File: src/rtl/psum_trunc_ctrl_pkg.sv
// Shared types and constants for the PE partial-sum accumulate/truncate controller.
package psum_trunc_ctrl_pkg;

  localparam int unsigned PSUM_DATA_WIDTH = 16;
  localparam int unsigned ACC_WIDTH       = 2 * PSUM_DATA_WIDTH;
  localparam int unsigned MAX_SHIFT       = PSUM_DATA_WIDTH;

  typedef enum logic [1:0] {
    IDLE,
    ACCUM,
    TRUNC,
    EMIT
  } state_t;

endpackage

File: src/rtl/truncator.sv
// Selects a DATA_WIDTH window of the wide accumulator starting at bit 'shift'.
module truncator #(
  parameter int unsigned DATA_WIDTH = 16,
  parameter int unsigned SEL_WIDTH  = $clog2(DATA_WIDTH)
) (
  input  logic [2*DATA_WIDTH-1:0] acc,
  input  logic [SEL_WIDTH:0]      shift,
  output logic [DATA_WIDTH-1:0]   data
);

  assign data = DATA_WIDTH'(acc >> shift);

endmodule

File: src/rtl/psum_trunc_ctrl.sv
// Accumulates acc_len products per psum, truncates with the configured shift and
// emits num_out psums over a valid/ready handshake before returning to idle.
module psum_trunc_ctrl
  import psum_trunc_ctrl_pkg::*;
#(
  parameter int unsigned DATA_WIDTH = PSUM_DATA_WIDTH,
  parameter int unsigned SEL_WIDTH  = $clog2(DATA_WIDTH),
  parameter int unsigned CNT_WIDTH  = 8
) (
  input  logic                    clk,
  input  logic                    reset,
  input  logic                    cfg_valid,
  output logic                    cfg_ready,
  input  logic [CNT_WIDTH-1:0]    cfg_acc_len,
  input  logic [CNT_WIDTH-1:0]    cfg_num_out,
  input  logic [SEL_WIDTH:0]      cfg_shift,
  output logic                    cfg_err,
  input  logic                    in_valid,
  output logic                    in_ready,
  input  logic [2*DATA_WIDTH-1:0] in_prod,
  output logic                    out_valid,
  input  logic                    out_ready,
  output logic [DATA_WIDTH-1:0]   out_data,
  output logic                    out_last,
  output logic                    busy
);

  localparam int unsigned AW = 2 * DATA_WIDTH;
  localparam logic [SEL_WIDTH:0] SHIFT_LIMIT = (SEL_WIDTH + 1)'(DATA_WIDTH);

  state_t                 state;
  logic [AW-1:0]          acc;
  logic [CNT_WIDTH-1:0]   beat_cnt;
  logic [CNT_WIDTH-1:0]   out_cnt;
  logic [CNT_WIDTH-1:0]   acc_len;
  logic [CNT_WIDTH-1:0]   num_out;
  logic [SEL_WIDTH:0]     shift;
  logic [DATA_WIDTH-1:0]  trunc_data;
  logic                   cfg_legal;
  logic [CNT_WIDTH-1:0]   beat_next;

  truncator #(
    .DATA_WIDTH (DATA_WIDTH),
    .SEL_WIDTH  (SEL_WIDTH)
  ) u_truncator (
    .acc   (acc),
    .shift (shift),
    .data  (trunc_data)
  );

  assign cfg_legal = (cfg_acc_len != '0) && (cfg_num_out != '0) && (cfg_shift <= SHIFT_LIMIT);
  assign beat_next = beat_cnt + 1'b1;

  // Handshake flags are pure decodes of the state register.
  assign cfg_ready = (state == IDLE);
  assign in_ready  = (state == ACCUM);
  assign out_valid = (state == EMIT);
  assign busy      = (state != IDLE);
  assign cfg_err   = (state == IDLE) && cfg_valid && !cfg_legal;

  always_ff @(posedge clk) begin
    if (reset) begin
      state    <= IDLE;
      acc      <= '0;
      beat_cnt <= '0;
      out_cnt  <= '0;
      acc_len  <= '0;
      num_out  <= '0;
      shift    <= '0;
      out_data <= '0;
      out_last <= 1'b0;
    end else begin
      case (state)
        IDLE: begin
          if (cfg_valid && cfg_legal) begin
            acc_len  <= cfg_acc_len;
            num_out  <= cfg_num_out;
            shift    <= cfg_shift;
            acc      <= '0;
            beat_cnt <= '0;
            out_cnt  <= '0;
            state    <= ACCUM;
          end
        end
        ACCUM: begin
          if (in_valid) begin
            acc      <= (beat_cnt == '0) ? in_prod : acc + in_prod;
            beat_cnt <= beat_next;
            if (beat_next == acc_len) state <= TRUNC;
          end
        end
        TRUNC: begin
          out_data <= trunc_data;
          out_last <= (out_cnt == num_out - 1'b1);
          state    <= EMIT;
        end
        EMIT: begin
          if (out_ready) begin
            out_cnt  <= out_cnt + 1'b1;
            beat_cnt <= '0;
            state    <= out_last ? IDLE : ACCUM;
          end
        end
        default: state <= IDLE;
      endcase
    end
  end

endmodule
File: config.mk
export PLATFORM = sky130hd
export DESIGN_NAME = psum_trunc_ctrl
export DESIGN_NICKNAME = d
export VERILOG_FILES = /design/src/rtl/psum_trunc_ctrl_pkg.sv /design/src/rtl/truncator.sv /design/src/rtl/psum_trunc_ctrl.sv
export SDC_FILE = /design/constraint.sdc
export NUM_CORES = 1
export LEC_CHECK = 0
export ABC_AREA = 1
export BUFFER_PORTS_ARGS = -buffer_cell sky130_fd_sc_hd__buf_2
export CAP_MARGIN = 15
export CELL_PAD_IN_SITES_DETAIL_PLACEMENT = 2
export CELL_PAD_IN_SITES_GLOBAL_PLACEMENT = 2
export CORE_MARGIN = 2
export CORE_UTILIZATION = 35
export CTS_BUF_LIST = sky130_fd_sc_hd__clkbuf_4 sky130_fd_sc_hd__clkbuf_8
export DETAILED_ROUTE_END_ITERATION = 12
export PLACE_DENSITY = 0.87
export SKIP_CTS_REPAIR_TIMING = 1
export SLEW_MARGIN = 30
export SYNTH_ARGS = -nofsm -noshare
export SYNTH_HDL_FRONTEND = slang
export SYNTH_SLANG_ARGS = --single-unit
File: constraint.sdc
create_clock -name clk -period 5.34 [get_ports clk]
set_clock_uncertainty 0.1 [all_clocks]
set_input_delay 0.267 -clock clk [delete_from_list [all_inputs] [get_ports clk]]
set_output_delay 0.267 -clock clk [all_outputs]
set_load 0.03 [all_outputs]
### Word level (Yosys, flattened, before mapping)

Index checks and enable logic that the tools add are counted.

| operators by class | value |
|---|---|
| add/subtract/negate cells | 4 |
| order comparisons | 1 |
| equal/unequal tests | 9 |
| shift operators | 1 |
| mux-type cells | 16 |
| reduce and logical (&&, ||, !) cells | 19 |

Operators by type and width:

| operator | count |
|---|---|
| $mux W32 | 3 |
| $pmux W32 S2 | 1 |
| $add A32 B32 Y32 | 1 |
| $mux W8 | 4 |
| $shr A32 B5 Y16 | 1 |
| $pmux W8 S3 | 1 |
| $add A8 B1 Y8 const B | 2 |
| $eq A8 B8 Y1 | 2 |
| $pmux W8 S2 | 1 |
| $reduce_bool A8 Y1 | 2 |
| $logic_not A8 Y1 | 1 |
| $mux W2 | 4 |
| $pmux W2 S4 | 1 |
| $reduce_and A4 Y1 | 2 |
| $sub A8 B1 Y8 const B | 1 |
| $ne A2 B1 Y1 const B | 3 |
| $reduce_and A3 Y1 | 2 |
| $reduce_bool A2 Y1 | 3 |
| $le A5 B5 Y1 const B | 1 |
| $logic_and A1 B1 Y1 | 5 |
| $eq A2 B2 Y1 const B | 2 |
| $reduce_bool A3 Y1 | 1 |
| $eq A2 B1 Y1 const B | 1 |
| $logic_not A2 Y1 | 1 |
| 4 further kinds | 4 |

| storage, ports and cells | value |
|---|---|
| register bits after elaboration | 88 |
| output and inout port bits | 22 |
| logic and storage cells | 59 |

### Depth between registers and ports, before layout

Gate-level depths: netlist of run 1.

| logic depth | value |
|---|---|
| depth in word-level cells | 6 |
| depth in mapped cells | 14 |

### By module

A second synthesis of run 1 with hierarchy kept.

| unflattened totals | value |
|---|---|
| cell total of the unflattened synthesis | 1461 |
| area, all modules | 8230.4 um2 |

Modules (own cells, without submodules):

| module | times used | cells an instance | area an instance (um2) | sequential area each (um2) |
|---|---|---|---|---|
| psum_trunc_ctrl | 1 | 1134 | 6761.5 | 1761.7 |
| truncator | 1 | 327 | 1468.9 | 0.0 |

### Worst setup path after synthesis of run 1

No wires, ideal clock.

| timing | value |
|---|---|
| path kind | reg-to-reg |
| from | register acc[0] |
| to | register acc[6] |
| library setup time | 0.128 ns |
| arrival | 1.804 ns |
| setup slack | 3.308 ns |
| stages on the path, launching flop included | 12 |
| period minus slack after synthesis | 2.032 ns |
| path through | dfxtp_1 ha_1 fa_1 nand3_1 nand3_1 nand2_1 nand2_1 or2_2 nand3_1 a21oi_1 a21oi_1 nor2_1 |

| on the way | value |
|---|---|
| cells in the longest elaborated chain, start to end | 4 |

Ends and longest elaborated chain:

| what | line | text |
|---|---|---|
| from (decl) | psum_trunc_ctrl.sv:32 | `logic [AW-1:0] acc;` |
| from (signal assigned) | psum_trunc_ctrl.sv:87 | `acc <= (beat_cnt == '0) ? in_prod : acc + in_prod;` |
| $add A32 B32 Y32 | psum_trunc_ctrl.sv:87 |  |
| $mux W32 | psum_trunc_ctrl.sv:87 |  |
| $mux W32 | psum_trunc_ctrl.sv:86 | `if (in_valid) begin` |
| $pmux W32 S2 | psum_trunc_ctrl.sv:73 | `case (state)` |

No other way between the ends. The select of a mux whose other input is x is not followed.
A chain may end at the register's enable or synchronous reset.

### Worst setup path in the final report of run 1

| timing | value |
|---|---|
| from | register state[1] |
| to | register acc[4] |

| on the way | value |
|---|---|
| cells in the longest elaborated chain, start to end | 3 |
| elaborated cells between the ends (all ways) | 7 |
| classes of those cells | eq/ne (3); mux (1); reduce/logical (3) |

Ends and longest elaborated chain:

| what | line | text |
|---|---|---|
| from (decl) | psum_trunc_ctrl.sv:31 | `state_t state;` |
| from (signal assigned) | psum_trunc_ctrl.sv:101 | `state <= out_last ? IDLE : ACCUM;` |
| $eq A2 B1 Y1 / $logic_not A2 Y1 (equally long branches) | psum_trunc_ctrl.sv:73 |  |
| $ne A2 B2 Y1 (no source line) (tied with other cells) | -- |  |
| $reduce_and A3 Y1 (no source line) | -- |  |

Several ways; a longest one is shown, not always the timed one.

==> reports/results.txt, run 1 <==
status = complete, no violations
RSZ-0062 raised after global routing = no
post-detail-place hpwl = 26.14 mm
routed vias = 9644
final hold violations = 0
synthesis-stage register bit count = 88
WL/cell = 20.33 um
routed vias/inst = 5.511
clock-pin slew on the worst setup and hold paths = 0.11 ns
Die X = 155.8 um
max_cap viols = 0
post-route ant nets = 0
most frequent cells in the layout = nand2_1, nor2_1, inv_1, o21ai_0, a21oi_1
std cell rows = 55
mapped cell area = 8061 um2
CTS Buffer Depth = 2
top cells by area, synth = dfxtp_1, nand2_1, nor2_1
Final TNS setup = 0 ns
# IOs = 80
Post-Layout Cell Count = 1750
Synth area leader = dfxtp_1
fraction of layout cells with a size suffix above 1 = 8.737%
crit share post-route = 61.01%
design area = 8785 um2
Worst setup EP type = register
CP Launch Type = register
Detailed Route WL = 35.58 mm
Post-Synthesis Net Count = 1515
PwrDens = 422.6 nW/um2
critical path class = reg2reg
global-route wire length before repair = 57.04 mm
CTS tree = yes
Antenna Cells = 0
Slew Viols, Final = 0
Post-DP Area = 8581 um2
Worst Path Required = 5.53 ns
grt ovf = 0
CTS sink count = 88
Cells after Synth = 1417
LEAKAGE = 4.382 nW
critical path peak fanout = 28
largest net degree at the start of global routing = 48
Hold Crit Class = in2reg
vias in the first global route = 10690
share of synthesized registers carrying an async set or reset = 0%
Tightest Pin Transition = 0.9760 ns
H-tree depth = 3
VDD IR max = 0.0002719 V
Slew headroom = 34.69%
commonest non-fill, non-tap cell in the layout = nand2_1
clk_lat worst skew = 0.42 ns
GP Congestion = 0.8504
Post-synth EDFFs = 0
Layout Nets = 1558
total core area = 22640 um2
Avg Synthesized Cell Area = 5.689 um2
drt pass-1 iters = 5
Final setup viols = 0
share of the yosys chip area belonging to registers = 21.85%
worst reg2reg setup slack = 2.08 ns
Total GRT Usage = 29.78%
Die Ht = 155.8 um
CP arrival = 3.44 ns
Initial Util = 35.61%
Yosys cell types = 47
area growth from synthesis to layout = 8.971%
initial DRC count = 525
DIE AREA = 24260 um2
DRC Markers = 0
WHS = 0.02393 ns
Peak Freq = 307.0 MHz
PortBufs = 79
root buf cell = clkbuf_8
Num CTS Buffers = 9
min cycle time layout = 3.258 ns
Ys Warns = 0
initial antenna violation count = 0
top-area cell type share of the netlist area = 21.85%
placed insts = 1734
Primary FF master, synth = dfxtp_1
state kept, by name, indices dropped and copies added (netlist names):
name and cells:
acc 32, out_data 16, acc_len 8, beat_cnt 8, num_out 8, out_cnt 8, shift 5, state 2
out_last 1
cells in the mapped netlist, types with 7 or more instances:
master	instances
nand3_1	81
clkbuf_1	23
xor2_1	22
or2_2	9
o21ai_1	12
inv_1	158
a31oi_1	8
nand4_1	14
ha_1	39
o211ai_1	7
o21ai_0	103
nand2_1	459
mux2i_1	7
nor2_1	189
buf_2	16
dfxtp_1	88
xnor2_1	9
a21oi_1	101
nor3_1	11
per-stage QoR:
stage	util, %	worst slack (ns)	power, W
finish	38.80	2.082	0.003713
global route	38.80	1.897	0.003992
CTS	38.80	2.129	0.003706
detailed placement	37.90	2.219	0.003123
global placement	37.89	2.332	0.002997
floorplan	-	3.308	0.002487
critical path: stages (launching register included):
cell	delay, ns
dfxtp_1	0.44
inv_1	0.13
ha_1	0.49
inv_2	0.32
or2_0	0.50
nand3b_4	0.46
inv_2	0.34
o21ai_0	0.13
o21ai_0	0.13
nor2_1	0.06
cell type report:
type                       count  area (um2)
fill                        2966       13860
timing repair buffer          84       432.9
clock inverter                 7       80.08
sequential                    88        1763
multi-input combinational   1110        5396
tap                          285       356.6
inverter                     167       631.9
clock buffer                   9       123.9
final timing paths:
check / end / depth (start not counted) / startpoint
setup / recovery: acc[4] / 9 / state[1]
hold / removal: num_out[2] / 3 / cfg_num_out[2]
setup reg to reg: acc[4] / 9 / state[1]
hold reg to reg: acc_len[6] / 2 / acc_len[6]
power by group:
part / switching (W) / internal [W]
clock network: 0.000306 / 0.000221
logic: 0.00161 / 0.000635
registers: 0.000156 / 0.000789
total: 0.00207 / 0.00165
kinds of logic (layout without fill, tap and decap cells):
logic type	count (synthesis)	in the layout	synth area share, %
buffers and inverters	219	267	11.21
DFF	88	88	21.85
xor gates and xnor gates	31	31	3.368
AOI/OAI and AO/OA	248	248	16.39
and+or+nand+nor	784	784	40.01
muxes	7	7	0.8692
adders and majority gates	40	40	6.301
per-layer routing:
metal	global-route usage (%)	share of wire (%)
met5	0	0
met4	10.97	2.9
met3	3.972	3.0
met2	54.87	51
met1	35.10	43
No activity file was read; power rests on OpenSTA's default activity.
==> run 2, diff against run 1 <==
- CORE_UTILIZATION: 35 -> 32
- PLACE_DENSITY: 0.87 -> 0.81
- clock period: 5.34 -> 3.3 ns (I/O delays scaled with it)
==> run 2 against run 1 <==
- global-route usage decreased by 5.0 points
- highest routed layer unchanged
- largest power group unchanged
- combinational power increased by 61%
- sequential share of layout area decreased by 0.44 points
- first-iteration DRC count decreased by 22%
- routed wire length decreased by 7.7%
- die area increased by 9.1%
- the run now ends with hold timing left
- total power increased by 59%
- cell count increased by 3.5%
- design area increased by 2.2%
- register-to-register slack got worse by 1.5 ns
- utilization decreased by 2.8 points
==> reports/results.txt, run 2 (same netlist as run 1, synthesis figures left out) <==
combinational share of power = 60.9% (+0.5 points)
Initial Util = 32.29% (-3.3 points)
WHS = -0.04439 ns (-0.06831 ns)
slowest stage cell, crit path = nand3b_4
commonest non-fill, non-tap cell in the layout = nand2_1
global-route wire length before repair = 52.10 mm (-8.7%)
Die Ht = 162.7 um (+4.5%)
most used routing layer = met2
clk_lat worst skew = 0.41 ns (about the same)
post-route ant nets = 0 (unchanged)
DRC Markers = 0 (unchanged)
Slew headroom = 48.60% (+14 points)
WL/cell = 18.12 um (-11%)
CTS sink count = 88 (unchanged)
largest net degree at the start of global routing = 47 (-2.1%)
most frequent cells in the layout = nand2_1, nor2_1, inv_1, o21ai_0, a21oi_1
CTS tree = yes
area growth from synthesis to layout = 11.35%
Switching Fraction = 55.49% (-0.18 points)
final hold violations = 10 (+10)
CP arrival = 2.88 ns (-0.56 ns)
CP Launch Type = register
Num CTS Buffers = 9 (unchanged)
CP top delay family = simple AND/OR/NAND/NOR gates
r2r endpoint = acc[4]
CP max stage delay = 0.45 ns (-0.05 ns)
Worst setup EP type = register
CTS Buffer Depth = 2 (unchanged)
met1 Track Usage GR = 31.59% (-3.5 points)
Peak Freq = 368.1 MHz (+20%)
drt pass-1 iters = 4 (-1)
initial DRC count = 412 (-22%)
power share of the clock group = 13.8% (-0.4 points)
critical-path cell list = inv_1 -> ha_1 -> buf_4 -> inv_2 -> or2_0 -> nand3b_4 -> inv_2 -> o21ai_0 -> o21ai_0 -> nor2_1
Worst path depth = 10 (+1)
Seq pwr share = 25.3% (-0.2 points)
Total GRT Usage = 24.82% (-5.0 points)
GR Layer Usage met3 = 2.801% (-1.2 points)
clock-pin slew on the worst setup and hold paths = 0.10 ns (about the same)
Biggest register = acc
total core area = 24960 um2 (+10%)
routed vias/inst = 5.143 (-6.7%)
LEAKAGE = 4.454 nW (+1.6%)
RSZ-0062 raised after global routing = no
Hold Crit Class = in2reg
GR Layer Usage met2 = 44.41% (-10 points)
root buf cell = clkbuf_8
fraction of layout cells with a size suffix above 1 = 9.109% (+0.37 points)
worst reg2reg setup slack = 0.58 ns (-1.50 ns)
critical path peak fanout = 28 (unchanged)
critical path class = reg2reg
initial antenna violation count = 0 (unchanged)
Die X = 162.7 um (+4.5%)
PwrDens = 658.7 nW/um2 (+56%)
DIE AREA = 26480 um2 (+9.1%)
fill count = 3308 (+12%)
Int Power = 0.002631 W (+60%)
vias in the first global route = 9835 (-8.0%)
failing checks = hold timing
P_sw = 0.003281 W (+59%)
final core occ = 35.96% (-2.8 points)
Worst Setup SP = state[1]
Layout Nets = 1575 (+1.1%)
# IOs = 80 (unchanged)
max_cap viols = 0 (unchanged)
routed vias = 9320 (-3.4%)
min cycle time layout = 2.717 ns (-0.5412 ns)
Slew Viols, Final = 0 (unchanged)
Buf/Inv on CP = 4 (+1)
VDD IR max = 0.0003492 V (+28%)
Largest register FFs = 32 (unchanged)
Tightest Pin Transition = 0.7701 ns (-0.2059 ns)
GP Congestion = 0.8309 (-2.3%)
post-detail-place hpwl = 25.76 mm (-1.4%)
largest registers = acc x32, out_data x16
PortBufs = 79 (unchanged)
status = finished, violations left
Critical Path End = acc[4]
crit share post-route = 82.32% (+21 points)
Detailed Route WL = 32.84 mm (-7.7%)
Worst Path Required = 3.46 ns (-2.07 ns)
r2r worst-path depth = 10 (+1)
std cell rows = 58 (+5.5%)
Final TNS setup = 0 ns (unchanged)
FF-to-FF Start = state[1]
Antenna Cells = 0 (unchanged)
grt ovf = 0 (unchanged)
Final setup viols = 0 (unchanged)
H-tree depth = 3 (unchanged)
-- run 2: cell types whose count changed in the layout (fill, tap and decap cells not counted), sizes merged --
cell / before / now
bufinv: 1 / 0
clkinvlp: 2 / 1
buf: 84 / 91
clkinv: 4 / 5
clkbuf: 9 / 10
dlygate4sd3: 0 / 10
-- run 2: layout make-up --
cell class / instances / area, um2 / area share (%)
inverter: 167 / 631.9 / 7.039
timing repair buffer: 101 / 585.6 / 6.524
multi-input combinational: 1110 / 5399 / 60.15
clock buffer: 10 / 131.4 / 1.464
clock inverter: 6 / 53.80 / 0.5994
tap: 330 / 412.9 / 4.600
sequential: 88 / 1762 / 19.63
-- run 2: worst min-delay path by stage --
stage	cells after the start	start	end	slack, ns
global route	3	cfg_num_out[0]	num_out[0]	-0.005
detailed placement	3	cfg_num_out[5]	num_out[5]	0.35
floorplan	2	cfg_acc_len[0]	acc_len[0]	0.23
CTS	3	cfg_num_out[5]	num_out[5]	-0.08
finish	3	cfg_acc_len[0]	acc_len[0]	-0.04
global placement	3	cfg_num_out[5]	num_out[5]	0.34
-- run 2: power by group through the flow --
stage                     logic, W  registers (W)  clock network, W
final                      0.00360        0.00149          0.000819
after global routing       0.00401        0.00153          0.000862
after CTS                  0.00360        0.00150          0.000833
after detailed placement   0.00356        0.00152                 0
after global placement     0.00344        0.00150                 0
after floorplan            0.00247        0.00155                 0
-- run 2: per-layer routing --
layer	part of all wire [%]	vias to the layer above
met5	0	-
met3	3.4	38
met4	1.9	0
met2	49	128
met1	46	4516
li1	-	4638
-- run 2: worst register-to-register path, delay by kind of cell (launching register included) --
kind,cells,cell delay (ns)
and+or+nand+nor,3,0.90
DFF,1,0.41
adders and majority gates,1,0.18
buffers and inverters,4,0.78
AOI/OAI and AO/OA,2,0.22
-- run 2: through the flow --
step	power [W]	cell area [um2]	setup slack (ns)	cells	hold WS, ns
final	0.005912	8976	0.5834	1812	-0.04439
after global routing	0.006402	8976	0.4302	1812	-0.005437
after CTS	0.005931	8876	0.6124	1802	-0.08166
after detailed placement	0.005080	8691	0.6460	1786	0.3495
after global placement	0.004947	8691	0.8074	1786	0.3378
after floorplan	0.004024	8061	1.268	1417	0.2317
==> run 3, diff against run 2 <==
- CORE_UTILIZATION: 32 -> 29
- PLACE_DENSITY: 0.81 -> 0.77
- clock period: 3.3 -> 2.3 ns (I/O delays scaled with it)
==> run 3 against run 2 <==
- the run still ends with hold timing left
- routed wire length is 2.7% higher
- register-to-register slack lost 0.47 ns
- sequential cell count stayed put
- design area up 6.3%
- global-route usage is 1.8 points lower
- largest power group unchanged
- utilization is 1.3 points lower
- non-clock buffer count up 40
- sequential power rose by 43%
- via count rose by 2.1%
- total power grew 54%
==> reports/results.txt, run 3 (same netlist as run 1, synthesis figures left out) <==
PwrDens = 952.6 nW/um2 (+45%)
status = finished, violations left
initial antenna violation count = 0 (unchanged)
global-route wire length before repair = 52.88 mm (+1.5%)
Antenna Cells = 0 (unchanged)
CTS tree = yes
largest registers = acc x32, out_data x16
post-route ant nets = 0 (unchanged)
Slew Viols, Final = 0 (unchanged)
CP max stage delay = 0.55 ns (+0.10 ns)
Hold Crit Start = cfg_acc_len[6]
Detailed Route WL = 33.71 mm (+2.7%)
Slew headroom = 54.99% (+6.4 points)
Total GRT Usage = 23.05% (-1.8 points)
r2r worst-path depth = 9 (-1)
VDD IR max = 0.0006268 V (+80%)
Worst Path Required = 2.47 ns (-0.99 ns)
WL/cell = 17.74 um (-2.1%)
Final WS setup = 0.09227 ns (-0.4911 ns)
Worst Setup SP = cfg_acc_len[2]
Critical Path End = acc[5]
total core area = 27550 um2 (+10%)
Power Total = 0.009087 W (+54%)
DIE AREA = 29150 um2 (+10%)
max_cap viols = 0 (unchanged)
commonest non-fill, non-tap cell in the layout = nand2_1
failing checks = hold timing
routed vias = 9518 (+2.1%)
Num CTS Buffers = 9 (unchanged)
WHS = -0.06127 ns (-0.01688 ns)
Buf/Inv on CP = 2 (-2)
most frequent CP cell = nor2_1
design area = 9539 um2 (+6.3%)
Tightest Pin Transition = 0.6743 ns (-0.09578 ns)
Initial Util = 29.26% (-3.0 points)
GP Congestion = 0.8579 (+3.2%)
FF-to-FF Start = acc[0]
clk_lat worst skew = 0.41 ns (about the same)
critical path class = in2reg
worst reg2reg setup slack = 0.11 ns (-0.47 ns)
PortBufs = 79 (unchanged)
r2r endpoint = acc[10]
Hold Crit Class = in2reg
clock-pin slew on the worst setup and hold paths = 0.10 ns (about the same)
CTS Buffer Depth = 2 (unchanged)
vias in the first global route = 10130 (+3.0%)
initial DRC count = 370 (-10%)
critical path peak fanout = 24 (-14%)
CP Launch Type = primary input
# IOs = 80 (unchanged)
DRC Markers = 0 (unchanged)
root buf cell = clkbuf_8
Worst path depth = 12 (+2)
critical-path cell list = dlygate4sd3_1 -> buf_2 -> nor2_1 -> nand2_1 -> nor2_1 -> nor2_4 -> nand3_2 -> nand2_4 -> nand3_4 -> a21oi_1 -> a21oi_1 -> nor2_1
CP top delay family = simple AND/OR/NAND/NOR gates
Worst setup EP type = register
Post-DP Area = 8979 um2 (+3.3%)
slowest stage cell, crit path = dlygate4sd3_1
most frequent cells in the layout = nand2_1, nor2_1, inv_1, o21ai_0, a21oi_1
largest net degree at the start of global routing = 47 (unchanged)
Biggest register = acc
area growth from synthesis to layout = 18.33%
final hold violations = 4 (-6)
Die X = 170.7 um (+4.9%)
Largest register FFs = 32 (unchanged)
Layout Nets = 1615 (+2.5%)
Peak Freq = 453.0 MHz
Die Ht = 170.7 um (+4.9%)
min cycle time layout = 2.208 ns
post-detail-place hpwl = 25.98 mm (+0.86%)
grt ovf = 0 (unchanged)
std cell rows = 61 (+5.2%)
fraction of layout cells with a size suffix above 1 = 13.53% (+4.4 points)
Place WS = -0.05195 ns (-0.6979 ns)
H-tree depth = 3 (unchanged)
drt pass-1 iters = 4 (unchanged)
final core occ = 34.62% (-1.3 points)
crit share post-route = 95.99%
LEAKAGE = 4.685 nW (+5.2%)
CTS sink count = 88 (unchanged)
routed vias/inst = 5.009 (-2.6%)
CP arrival = 2.37 ns (-0.51 ns)
Final setup viols = 0 (unchanged)
run 3: cell count changes in the layout (fill, tap and decap cells not counted), sizes merged:
| cell | before | now |
|---|---|---|
| buf | 91 | 123 |
| clkinvlp | 1 | 3 |
| dlygate4sd3 | 10 | 18 |
| clkbuf | 10 | 11 |
| bufinv | 0 | 1 |
| clkinv | 5 | 1 |
run 3: report_power, final:
part | internal, W | switching, W | total (W)
logic | 0.00188 | 0.00380 | 0.00568
registers | 0.00184 | 0.000296 | 0.00213
clock network | 0.000554 | 0.000718 | 0.00127
run 3: layer usage:
| metal | GRT usage [%] | routed length (um) |
|---|---|---|
| met1 | 27.99 | 15040 |
| met2 | 42.19 | 16940 |
| met3 | 2.683 | 854 |
| met4 | 7.246 | 878 |
| met5 | 0 | 0 |
run 3: stage by stage:
stage	instances	setup TNS [ns]
2_1_floorplan	1417	0
3_3_place_gp	1861	0
3_5_place_dp	1861	-0.1602
4_1_cts	1877	-0.2780
5_1_grt	1900	-0.08381
6_report	1900	0
run 3: worst register-to-register path, cell delays in order, from the launching register on:
cell and delay [ns]:
dfxtp_2 0.35, ha_2 0.21, fa_2 0.36, buf_4 0.16
nand3_1 0.09, nand3_1 0.17, xor2_1 0.18, or2_2 0.27
a21oi_1 0.13, nor2_1 0.05
run 3: final cells by class:
type | count | area, um2
Clock buffer | 11 | 145.1
Inverter | 167 | 635.6
Sequential cell | 88 | 1773
Fill cell | 3584 | 18010
Multi-Input combinational cell | 1110 | 5519
Tap cell | 378 | 473.0
Timing Repair Buffer | 141 | 930.9
Clock inverter | 5 | 62.56
run 3: worst min-delay path by stage:
stage / endpoint / slack (ns) / cells past startpoint
2_1_floorplan: acc_len[0] / 0.18 / 2
3_3_place_gp: acc_len[2] / 0.29 / 3
6_report: acc_len[6] / -0.06 / 3
3_5_place_dp: num_out[6] / 0.30 / 3
4_1_cts: num_out[6] / -0.13 / 3
5_1_grt: shift[3] / -0.02 / 3
